===== src/rtl/pong_game_ctrl.sv =====
// rtl/pong_game_ctrl.sv - pong match sequencer (idle/serve/play/point/game over); optional PONG_AUTO_SERVE_EN
module pong_game_ctrl #(
    parameter int WIN_SCORE   = 7,
    parameter int SERVE_TICKS = 60,
    parameter int POINT_TICKS = 30
) (
    input  logic       clk,
    input  logic       reset,
    input  logic       tick,
    input  logic       start,
    input  logic       score_left,
    input  logic       score_right,
    output logic       ball_hold,
    output logic       ball_reset,
    output logic       serve_dir,
    output logic [3:0] points_left,
    output logic [3:0] points_right,
    output logic       game_over,
    output logic       winner,
    output logic [2:0] state
);

    localparam logic [2:0] ST_IDLE     = 3'd0;
    localparam logic [2:0] ST_SERVE    = 3'd1;
    localparam logic [2:0] ST_PLAY     = 3'd2;
    localparam logic [2:0] ST_POINT    = 3'd3;
    localparam logic [2:0] ST_GAMEOVER = 3'd4;

    localparam logic [3:0] WIN_PTS    = WIN_SCORE[3:0];
    localparam logic [7:0] SERVE_LOAD = SERVE_TICKS[7:0];
    localparam logic [7:0] POINT_LOAD = POINT_TICKS[7:0];

    logic       start_q;
    logic       start_edge;
    logic [7:0] tcnt;
    logic       tcnt_zero;
    logic       serve_go;
    logic       left_only;
    logic       right_only;
    logic       any_score;
    logic       match_won;

    // Previous start level; resets high so a button held through reset is not a press
    always_ff @(posedge clk) begin
        if (reset) begin
            start_q <= 1'b1;
        end else begin
            start_q <= start;
        end
    end

    // Decode edges, rally outcome and serve launch condition
    always_comb begin
        start_edge = start & ~start_q;
        tcnt_zero  = (tcnt == 8'd0);
        left_only  = score_left & ~score_right;
        right_only = score_right & ~score_left;
        any_score  = score_left | score_right;
        match_won  = (points_left == WIN_PTS) || (points_right == WIN_PTS);
`ifdef PONG_AUTO_SERVE_EN
        serve_go   = tcnt_zero;
`else
        // Presses arriving while the countdown is still running are simply lost
        serve_go   = tcnt_zero & start_edge;
`endif
    end

    // Match state machine with registered outputs and the shared tick down-counter
    always_ff @(posedge clk) begin
        if (reset) begin
            state        <= ST_IDLE;
            ball_hold    <= 1'b1;
            ball_reset   <= 1'b0;
            serve_dir    <= 1'b0;
            points_left  <= 4'd0;
            points_right <= 4'd0;
            game_over    <= 1'b0;
            winner       <= 1'b0;
            tcnt         <= 8'd0;
        end else begin
            // ball_reset is a single-cycle strobe, only raised on a SERVE entry
            ball_reset <= 1'b0;

            // Counter only runs in the two timed states and parks at zero
            if ((state == ST_SERVE || state == ST_POINT) && tick && !tcnt_zero) begin
                tcnt <= tcnt - 8'd1;
            end

            case (state)
                ST_IDLE: begin
                    ball_hold <= 1'b1;
                    if (start_edge) begin
                        points_left  <= 4'd0;
                        points_right <= 4'd0;
                        serve_dir    <= 1'b0;
                        tcnt         <= SERVE_LOAD;
                        ball_reset   <= 1'b1;
                        state        <= ST_SERVE;
                    end
                end

                ST_SERVE: begin
                    ball_hold <= 1'b1;
                    if (serve_go) begin
                        ball_hold <= 1'b0;
                        state     <= ST_PLAY;
                    end
                end

                ST_PLAY: begin
                    ball_hold <= 1'b0;
                    if (any_score) begin
                        // A simultaneous double score is a void rally: no point, same server
                        if (left_only) begin
                            if (points_left != WIN_PTS) begin
                                points_left <= points_left + 4'd1;
                            end
                            serve_dir <= 1'b1;
                        end else if (right_only) begin
                            if (points_right != WIN_PTS) begin
                                points_right <= points_right + 4'd1;
                            end
                            serve_dir <= 1'b0;
                        end
                        ball_hold <= 1'b1;
                        tcnt      <= POINT_LOAD;
                        state     <= ST_POINT;
                    end
                end

                ST_POINT: begin
                    ball_hold <= 1'b1;
                    if (tcnt_zero) begin
                        if (match_won) begin
                            game_over <= 1'b1;
                            winner    <= (points_right == WIN_PTS);
                            state     <= ST_GAMEOVER;
                        end else begin
                            tcnt       <= SERVE_LOAD;
                            ball_reset <= 1'b1;
                            state      <= ST_SERVE;
                        end
                    end
                end

                ST_GAMEOVER: begin
                    ball_hold <= 1'b1;
                    game_over <= 1'b1;
                    if (start_edge) begin
                        points_left  <= 4'd0;
                        points_right <= 4'd0;
                        serve_dir    <= 1'b0;
                        game_over    <= 1'b0;
                        winner       <= 1'b0;
                        tcnt         <= SERVE_LOAD;
                        ball_reset   <= 1'b1;
                        state        <= ST_SERVE;
                    end
                end

                default: begin
                    // Unused encodings fall back to a safe, held idle
                    ball_hold <= 1'b1;
                    game_over <= 1'b0;
                    winner    <= 1'b0;
                    tcnt      <= 8'd0;
                    state     <= ST_IDLE;
                end
            endcase
        end
    end

endmodule

===== config.mk =====
export PLATFORM = sky130hd
export DESIGN_NAME = pong_game_ctrl
export DESIGN_NICKNAME = d
export VERILOG_FILES = /design/src/rtl/pong_game_ctrl.sv
export SDC_FILE = /design/constraint.sdc
export NUM_CORES = 1
export LEC_CHECK = 0
export CAP_MARGIN = 20
export CORE_MARGIN = 8
export CORE_UTILIZATION = 35
export DETAILED_ROUTE_END_ITERATION = 10
export DONT_BUFFER_PORTS = 1
export PLACE_DENSITY = 0.54
export SETUP_SLACK_MARGIN = 0.05
export SLEW_MARGIN = 10
export SYNTH_ARGS = -nofsm -noshare
export SYNTH_HDL_FRONTEND = slang
export SYNTH_SLANG_ARGS = --single-unit
export TNS_END_PERCENT = 5

===== constraint.sdc =====
create_clock -name clk -period 5 [get_ports clk]
set_clock_uncertainty 0.2 [all_clocks]
set_input_delay 1 -clock clk [delete_from_list [all_inputs] [get_ports clk]]
set_output_delay 1 -clock clk [all_outputs]
set_load 0.1 [all_outputs]

==> impl_results.md <==
- Status: finished clean
- Most used flip-flop cell after synthesis: dfxtp_1
- CP Launch Point: points_right[0]
- Crit path time final: roughly 2600 ps
- Die span in y: around 80 microns
- Synth warn: 0
- Clock sinks: 25
- Max layer used: met4
- DRT Pass-1 Iters: 4
- CP max FO: 4
- Asr flop ratio synth: 0%
- Initial antenna violation count: 0
- # resized after CTS: 0
- Final setup violation count: 0
- Worst r2r src: points_right[0]
- TritonCTS clock tree: built
- GPL Wtd Cong: about 0.87
- Seq/Total Area, Yosys: around a third
- Pins Over Slew Limit: 0
- Finished Core Util: between 30% and 40%
- Buffers from clock root to sink, at most: 2
- Die width: about 80 microns
- RSZ-0062 raised after global routing: false
- DRC Markers: 0
- Die area: 0.00636 sq mm
- Worst-margin pin slew: between 1000 and 1500 ps
- FF+latch count, synth: 25
- Root buffer cell: clkbuf_8
- Clk_lat worst skew: approximately 270 ps
- Drt total wl: ~3200 microns
- Starting DRC count in detailed routing: 62
- Share of cells above drive strength 1: a little over a tenth
- Crit-path most repeated cell: nor2_1
- Netlist cell types: 46
- Fmax: approximately 380 MHz
- Met2 Wirelength: ~1500 microns
- Total negative setup slack: 0 ps
- Post-CTS Hold Fix Bufs: 0
- Startpoint Class: flip-flop
- Period utilization: approximately 52%
- Starting Density: a little over a third
- Nets: 185
- Worst Path Buf+Inv: 0
- Via Count: 1,166
- Synth Instances: about 170
- Share of the synthesized area in the top cell type: 35.2%
- Crit-path max cell delay: roughly 1000 ps
- Global-route wire length before repair: about 5400 microns
- Synthesized net count: approximately 180
- Worst-path clk slew: 90 ps
- Worst setup EP type: flip-flop
- EDFF count, synth: 0
- Slowest-stage cell, CP: dfxtp_1
- Synth top area cells: dfxtp_1 (35%), nor2_1 (6.3%), ha_1 (5.3%)
- Grt total ovfl: 0
- Wl on met1: ~1400 microns
- CTS Buf Count: 3
- Mapped Avg Cell Area: roughly 8.3 sq um
- Leading area contributor after synthesis: dfxtp_1
- Met3 wire len: approximately 270 microns
- Leak Pwr: around 0.56 nW
- Hold Path Class: reg -> reg
- # fillers: around 400
- Pwr/cell area: between 300 and 400 mW/mm^2
- ANT cells: 0
- Synth-to-layout area growth: 6.07%
- Gr usage total: 10.5%
- Critical path type: reg -> reg
- IO Port Bufs: 0
- Final Hold Viols: 0
- Family with the most delay on the worst path: flip-flops
- Via density: around 5.3
- Worst EP arrival: approximately 2600 ps
- Routed len/inst: between 10 and 15 microns
- Row cnt: 23
- Post-DRT Antenna Nets: 0
- Post-DP HPWL: between 2000 and 2500 microns
- Slew margin rel.: between 20% and 30%
- H-tree depth: 1
- Vias in the first global route: ~1,100
- CP cell instances: ha_1 -> nand3b_1 -> a41oi_1 -> nor2_1 -> xnor2_1 -> nor2_1
- Largest net degree at the start of global routing: 22
- CP required: 5010 ps
- Mapped Area: around 0.0014 sq mm
- Post-CTS setup buffers: 0
- I/O pin cnt: 22
- CORE AREA: ~0.004 sq mm
- Worst vdd ir: 0.151 mV
- Maxcap violations: 0
- Hold Path Origin: tcnt[5]
[state kept, by name (all words and copies together) (netlist names)]
register / flops
tcnt: 8
points_right: 4
points_left: 4
state: 3
ball_reset: 1
ball_hold: 1
serve_dir: 1
start_q: 1
game_over: 1
winner: 1
[metal layers]
metal | GRT usage [%] | vias to the layer above
met5 | 0 | -
met4 | 3.89 | 0
met2 | 16.8 | 27
met3 | 3.94 | 4
met1 | 12.4 | 539
li1 | - | 596
[worst min-delay path, stage by stage (launching register included)]
cell     delay, ps
dfxtp_1        340
nand3_1         80
a31oi_1         70
[power breakdown]
group	leakage (nW)	internal (mW)	switching (mW)	total, mW
combinational	0.329	0.0748	0.128	0.202
sequential	0.203	0.219	0.0407	0.259
clock	0.0255	0.0558	0.0653	0.121
total	0.558	0.349	0.234	0.583
[cell type report]
type / instances / area, sq um / share of cell area, %
clock inverter: 1 / 5.00 / 0.332
multi-input combinational: 132 / 846 / 56.1
inverter: 8 / 30.0 / 1.99
sequential: 25 / 500 / 33.2
clock buffer: 3 / 41.3 / 2.74
timing repair buffer: 3 / 22.5 / 1.49
tap: 50 / 62.6 / 4.15
[metrics by stage]
stage               setup slack, ps  hold WS [ps]  cells  cell area [sq um]  power [mW]
finish                         2390           333    222               1510       0.583
global route                   2200           379    222               1510       0.622
CTS                            2370           342    222               1510       0.591
detailed placement             2240           324    218               1460       0.467
global placement               2280           321    218               1460       0.467
floorplan                      2550           298    171               1420       0.434
[placed cells by master, fill, tap and decap left out, types with 5 or more instances in the layout]
| cell | n |
|---|---|
| mux2i_1 | 5 |
| nor2b_1 | 5 |
| nor2_1 | 24 |
| nand3_1 | 8 |
| inv_1 | 8 |
| o21ai_0 | 9 |
| ha_1 | 6 |
| dfxtp_1 | 25 |
| a21oi_1 | 8 |
| nor3b_1 | 6 |
| nand2_1 | 14 |
| nor3_1 | 5 |
[cell usage after synthesis, drive strengths merged, types with 2 or more instances]
cell type,number
a21oi,9
a31oi,3
buf,3
clkbuf,3
dfxtp,25
ha,6
inv,8
mux2i,5
nand2,15
nand2b,2
nand3,8
nand3b,4
nand4,2
nor2,24
nor2b,5
nor3,6
nor3b,7
o21ai,10
xnor2,4
xor2,4
[cell families after synthesis]
logic type | Yosys count | share of synthesized area (%)
AND/OR/NAND/NOR | 80 | 30.9
AO/OA/AOI/OAI | 33 | 14.9
flip-flops | 25 | 35.2
buffers and inverters | 14 | 5.28
XOR/XNOR | 8 | 4.93
adder cells (fa/ha/maj) | 6 | 5.28
multiplexers | 5 | 3.52
[path summary, 6_finish.rpt]
check        slack [ps]  cells past startpoint              end
max reg2reg        2390                      6  points_right[0]
min                 330                      2          tcnt[5]
min reg2reg         330                      2          tcnt[5]
max                2390                      6  points_right[0]
Note: power is estimated with default switching activity, not from simulation.
